`src/rtl/instr_mem_pkg.sv`:
```
// Shared types and constants for the TinyChip instruction store.
// Optional parity storage is enabled with INSTR_PARITY_EN.
package instr_mem_pkg;

   typedef enum logic [1:0] {
      IDLE,
      LOAD,
      RUN
   } state_e;

   localparam int IW_DEF = 9;
   localparam int AW_DEF = 8;

   localparam logic [IW_DEF-1:0] NOP_WORD_DEF = '0;

   // Even parity bit: makes the total count of ones even.
   function automatic logic even_par(input logic [63:0] d);
      return ^d;
   endfunction

endpackage

```
`src/rtl/instr_mem_array.sv`:
```
// Simple dual-port RAM: synchronous write, registered 1-cycle read.
// The read register only updates on re, so rdata holds between reads.
module instr_mem_array
   import instr_mem_pkg::*;
#(
   parameter int W  = IW_DEF,
   parameter int AW = AW_DEF
) (
   input  logic          clk,
   input  logic          we,
   input  logic [AW-1:0] waddr,
   input  logic [W-1:0]  wdata,
   input  logic          re,
   input  logic [AW-1:0] raddr,
   output logic [W-1:0]  rdata
);

   logic [W-1:0] mem_q [2**AW];
   logic [W-1:0] rdata_q;

   always_ff @(posedge clk) begin
      if (we) begin
         mem_q[waddr] <= wdata;
      end
      if (re) begin
         rdata_q <= mem_q[raddr];
      end
   end

   assign rdata = rdata_q;

endmodule

```
`src/rtl/instr_fetch_mem.sv`:
```
// Loadable instruction store with valid/ready fetch port and done flag.
// Define INSTR_PARITY_EN to store and check an even-parity bit per word.
module instr_fetch_mem
   import instr_mem_pkg::*;
#(
   parameter int            IW       = IW_DEF,
   parameter int            AW       = AW_DEF,
   parameter logic [IW-1:0] NOP_WORD = IW'(NOP_WORD_DEF)
) (
   input  logic          clk,
   input  logic          reset,
   input  logic          load_start,
   input  logic          load_valid,
   input  logic          load_last,
   input  logic [IW-1:0] load_data,
   output logic          load_ready,
   input  logic          req_valid,
   input  logic [AW-1:0] req_addr,
   output logic          req_ready,
   output logic          resp_valid,
   input  logic          resp_ready,
   output logic [IW-1:0] resp_instr,
   output logic [AW-1:0] resp_addr,
   output logic          resp_err,
   output logic [AW:0]   prog_len,
   output logic          done,
   output logic          parity_err
);

`ifdef INSTR_PARITY_EN
   localparam int MW = IW + 1;
`else
   localparam int MW = IW;
`endif

   localparam logic [AW-1:0] PTR_MAX = '1;

   state_e        state_q, state_d;
   logic [AW-1:0] ptr_q, ptr_d;
   logic [AW:0]   prog_len_q, prog_len_d;
   logic          resp_valid_q, resp_valid_d;
   logic [AW-1:0] resp_addr_q, resp_addr_d;
   logic          resp_oor_q, resp_oor_d;
   logic          resp_mem_q, resp_mem_d;
   logic          done_q, done_d;
   logic          perr_q, perr_d;

   logic          fetch_en;
   logic          accept;
   logic          consume;
   logic          oor;
   logic          ld_we;
   logic          ld_fin;
   logic          par_bad;
   logic [MW-1:0] wr_word;
   logic [MW-1:0] rd_word;

`ifdef INSTR_PARITY_EN
   always_comb begin
      wr_word = {even_par(64'(load_data)), load_data};
      par_bad = rd_word[IW] != even_par(64'(rd_word[IW-1:0]));
   end
`else
   always_comb begin
      wr_word = load_data;
      par_bad = 1'b0;
   end
`endif

   instr_mem_array #(
      .W  (MW),
      .AW (AW)
   ) u_mem (
      .clk   (clk),
      .we    (ld_we),
      .waddr (ptr_q),
      .wdata (wr_word),
      .re    (accept),
      .raddr (req_addr),
      .rdata (rd_word)
   );

   // Fetches are served whenever no load is in progress (IDLE included,
   // where prog_len is 0 so every fetch reports out of range).
   always_comb begin
      fetch_en   = reset && (state_q != LOAD);
      load_ready = reset && (state_q == LOAD);
      req_ready  = fetch_en && !load_start
                   && (!resp_valid_q || resp_ready);
      accept     = req_valid && req_ready;
      consume    = resp_valid_q && resp_ready;
      oor        = {1'b0, req_addr} >= prog_len_q;
      ld_we      = (state_q == LOAD) && load_valid && !load_start;
      ld_fin     = ld_we && (load_last || (ptr_q == PTR_MAX));
   end

   always_comb begin
      state_d      = state_q;
      ptr_d        = ptr_q;
      prog_len_d   = prog_len_q;
      resp_valid_d = resp_valid_q;
      resp_addr_d  = resp_addr_q;
      resp_oor_d   = resp_oor_q;
      resp_mem_d   = resp_mem_q;
      done_d       = done_q;
      perr_d       = perr_q
                     | (resp_valid_q && resp_mem_q && par_bad);

      if (accept) begin
         resp_valid_d = 1'b1;
         resp_addr_d  = req_addr;
         resp_oor_d   = oor;
         resp_mem_d   = !oor;
         if (oor) begin
            done_d = 1'b1;
         end
      end else if (consume) begin
         resp_valid_d = 1'b0;
      end

      if (load_start) begin
         state_d      = LOAD;
         ptr_d        = '0;
         prog_len_d   = '0;
         done_d       = 1'b1;
         resp_valid_d = 1'b0;
         perr_d       = 1'b0;
      end else if (ld_we) begin
         ptr_d = ptr_q + AW'(1);
         if (ld_fin) begin
            state_d    = RUN;
            ptr_d      = '0;
            prog_len_d = {1'b0, ptr_q} + (AW+1)'(1);
            done_d     = 1'b0;
         end
      end

      if (state_q == LOAD) begin
         resp_valid_d = 1'b0;
      end
   end

   always_ff @(posedge clk) begin
      if (!reset) begin
         state_q      <= IDLE;
         ptr_q        <= '0;
         prog_len_q   <= '0;
         resp_valid_q <= 1'b0;
         resp_addr_q  <= '0;
         resp_oor_q   <= 1'b0;
         resp_mem_q   <= 1'b0;
         done_q       <= 1'b1;
         perr_q       <= 1'b0;
      end else begin
         state_q      <= state_d;
         ptr_q        <= ptr_d;
         prog_len_q   <= prog_len_d;
         resp_valid_q <= resp_valid_d;
         resp_addr_q  <= resp_addr_d;
         resp_oor_q   <= resp_oor_d;
         resp_mem_q   <= resp_mem_d;
         done_q       <= done_d;
         perr_q       <= perr_d;
      end
   end

   always_comb begin
      resp_valid = resp_valid_q;
      resp_addr  = resp_addr_q;
      resp_err   = resp_oor_q | (resp_mem_q & par_bad);
      prog_len   = prog_len_q;
      done       = done_q;
      parity_err = perr_q;
      if (resp_mem_q) begin
         resp_instr = rd_word[IW-1:0];
      end else if (resp_oor_q) begin
         resp_instr = NOP_WORD;
      end else begin
         resp_instr = '0;
      end
   end

endmodule

```
`config.mk`:
```
export PLATFORM = sky130hd
export DESIGN_NAME = instr_fetch_mem
export DESIGN_NICKNAME = d
export VERILOG_FILES = /design/src/rtl/instr_mem_pkg.sv /design/src/rtl/instr_mem_array.sv /design/src/rtl/instr_fetch_mem.sv
export SDC_FILE = /design/constraint.sdc
export NUM_CORES = 2
export LEC_CHECK = 0
export ABC_AREA = 1
export CAP_MARGIN = 20
export CORE_MARGIN = 2
export CORE_UTILIZATION = 25
export DETAILED_ROUTE_END_ITERATION = 8
export PLACE_DENSITY = 0.45
export SLEW_MARGIN = 25
export SYNTH_ARGS = -nofsm -noshare
export SYNTH_HDL_FRONTEND = slang
export SYNTH_SLANG_ARGS = --single-unit
```
`constraint.sdc`:
```
create_clock -name clk -period 2.3 [get_ports clk]
set_input_delay 0.23 -clock clk [delete_from_list [all_inputs] [get_ports clk]]
set_output_delay 0.23 -clock clk [all_outputs]
set_load 0.03 [all_outputs]
```
==> reports/results.ini <==
[clocking]
clkSinkCount = 2344
cts_tree = built
cts_buffer_depth = 4
clk_latency_ns = 0.93
h-tree-depth = 4
cts_inserted_buffers = 246
clkSlewWorstSetupHoldPaths_ns = 0.07
cts_root_buffer = clkbuf_16

[floorplanning]
die_width_um = 622
start_util = 0.251
dieArea_um2 = 386000
die_h_um = 622
io_pins = 56
core_area_um2 = 379000
rows = 226

[cells_and_area]
drive_gt1_frac = 0.145
nets = 8675
final_cell_mix = nand2_1 (2397), edfxtp_1 (2313), nand3_1 (2270)
utilization = 0.307
fillers = 38400
multi_input_area_um2 = 22200
area_growth_pct = 22.1
stdcell_area_um2 = 116000
ff_latch_area_um2 = 70100
layout_commonest_cell = nand2_1

[detailed_routing]
ant_nets = 0
drt-pass1-iter-count = 6
vias_per_cell = 4.64
drc = 0
vias = 64300
drt_iter0_drc = 6577
wl_per_cell_um = 22.6
routed_wl_mm = 314

[grt]
grt_pass1_vias = 62900
antenna_found_initial = 12
grt_first_pass_wirelength_mm = 452
grt_max_degree = 89
grt-ovfl-total = 0
grt_usage = 0.157

[worst_setup_path]
crit_path_end_kind = flip-flop
start_kind = flip-flop
reg2reg_slack_ns = 0.05
path_class = reg2reg
crit_fanout = 9
required_ns = 2.93
crit_arrival_ns = 2.88

[sta]
setup_slack_ns = 0.0516
slew_violations = 0
max_freq_mhz = 445
hold_violations = 0
slew_headroom = 0.532
fin_skew_ns = 0.0540
min_period_over_period = 0.978
setup_viol = 0
worstMarginPinSlew_ns = 0.702
finalCriticalPeriod_ns = 2.25

[logic_synthesis]
synth_top_area_frac = 0.728
netlist_area_um2 = 95400
yosys_warnings = 0
synth_cells = 8025
synth_top_area_cell = edfxtp_1
synth_cell_type_count = 31
yosysSeqAreaShare = 0.735
synth.avg_cell_area_um2 = 11.9
ys_seq_elements = 2344
yosys-top-cells-area = edfxtp_1 (73%), nand3_1 (12%), nand2_1 (9.5%), nor2_1 (1.2%), buf_2 (1.0%)
syn-num-nets = 8061

[power_and_ir_drop]
ir_drop_mv = 0.619
p_leak_nw = 41.1
powerDensity_nw_per_um2 = 808

[placed_design]
io_buffers = 54
place_ws_ns = -0.620
dpl.hpwl_mm = 202
placed_area_um2 = 108000
place.gp.congestion = 0.852

[run_status]
status = completed

[hold_path]
holdCritPathClass = in2reg

[run]
maxCapViolCount = 0

==> where the power goes <==
part	switching, mW	internal [mW]	leakage, nW	total [mW]
registers	0.0173	46.9	21.0	46.9
logic	4.39	1.95	16.1	6.34
clock network	16.9	23.9	3.98	40.8
total	21.3	72.7	41.1	94.0
==> final cells by class <==
cell class / count / area share
diodes: 5 / 0.000107
clock buffers: 297 / 0.0552
clock inverters: 152 / 0.0150
inverters: 70 / 0.00250
multi-input cells: 5068 / 0.191
flip-flops and latches: 2344 / 0.602
well taps: 5016 / 0.0539
repair buffers: 909 / 0.0805
==> cell families after synthesis <==
logic type | count (synthesis) | synth area share
xor+xnor | 2 | 0.000184
fa+ha+maj | 12 | 0.00157
simple gates | 4994 | 0.227
other cells | 1 | 0.0000393
buf+inv | 613 | 0.0333
flops | 2344 | 0.735
compound gates | 59 | 0.00342
==> final timing paths <==
kind | endpoint | depth (start not counted) | start
worst max-delay path | u_mem.mem_q[50][1]$_DFFE_PP_ | 8 | ptr_q[0]$_SDFFE_PP0P_
worst min-delay path | state_q[0]$_SDFFE_PN0P_ | 4 | load_start
worst max register to register | u_mem.mem_q[50][1]$_DFFE_PP_ | 8 | ptr_q[0]$_SDFFE_PP0P_
worst min register to register | prog_len[6]$_SDFFE_PP0P_ | 2 | prog_len[6]$_SDFFE_PP0P_
==> worst max-delay path, cell delays in order, from the launching register on <==
cell and delay, ns:
dfxtp_1 0.38, inv_1 0.19, ha_1 0.19, inv_1 0.08
nor2_1 0.35, nand2_2 0.15, buf_4 0.21, nor2_1 0.16
buf_4 0.22
==> stage by stage <==
step / setup TNS (ns) / hold WS [ns] / cells / power [mW]
after floorplan: 0 / 0.329 / 8025 / 50.7
after global routing: -0.0189 / 0.139 / 13900 / 97.0
after detailed placement: -25.41 / 0.480 / 13400 / 54.2
final: 0 / 0.179 / 13900 / 94.0
after CTS: -0.0379 / 0.102 / 13800 / 95.0
after global placement: -24.97 / 0.477 / 13400 / 54.2
==> timing repair <==
item	4_1_cts	5_1_grt
setup buffers	0	4
endpoints found under the hold margin	887	0
setup endpoints to repair	408	300
hold buffers	12	0
pin swaps	3	2
gates cloned	0	5
gates resized for setup	76	42
==> registers in the layout, summed over array words and instances (netlist names) <==
signal and count:
u_mem.rdata 9, state_q 2, resp_mem_q 1, resp_err 1, resp_addr 8, ptr_q 8
prog_len 9, u_mem.mem_q 2304, resp_valid 1, done 1
==> synthesized netlist by cell type, drive strengths merged <==
library cell  count
nor3              3
conb              1
inv              67
nand2          2417
a22oi             1
dfxtp            31
clkinv            3
buf             397
nand4             2
edfxtp         2313
a21oi            33
a211oi            2
nor2            300
ha               12
o21ai            21
a2bb2oi           1
clkbuf          146
xor2              2
nand3          2272
o2111ai           1
==> per-layer routing <==
| layer | global-route usage | vias to the layer above | share of wire | wire, um |
|---|---|---|---|---|
| li1 | - | 29700 | - | - |
| met1 | 0.211 | 32200 | 0.43 | 136000 |
| met2 | 0.262 | 1921 | 0.48 | 150000 |
| met3 | 0.0219 | 442 | 0.058 | 18000 |
| met4 | 0.0498 | 0 | 0.033 | 10300 |
| met5 | 0 | - | 0 | 0 |
No activity file was read; power rests on OpenSTA's default activity.
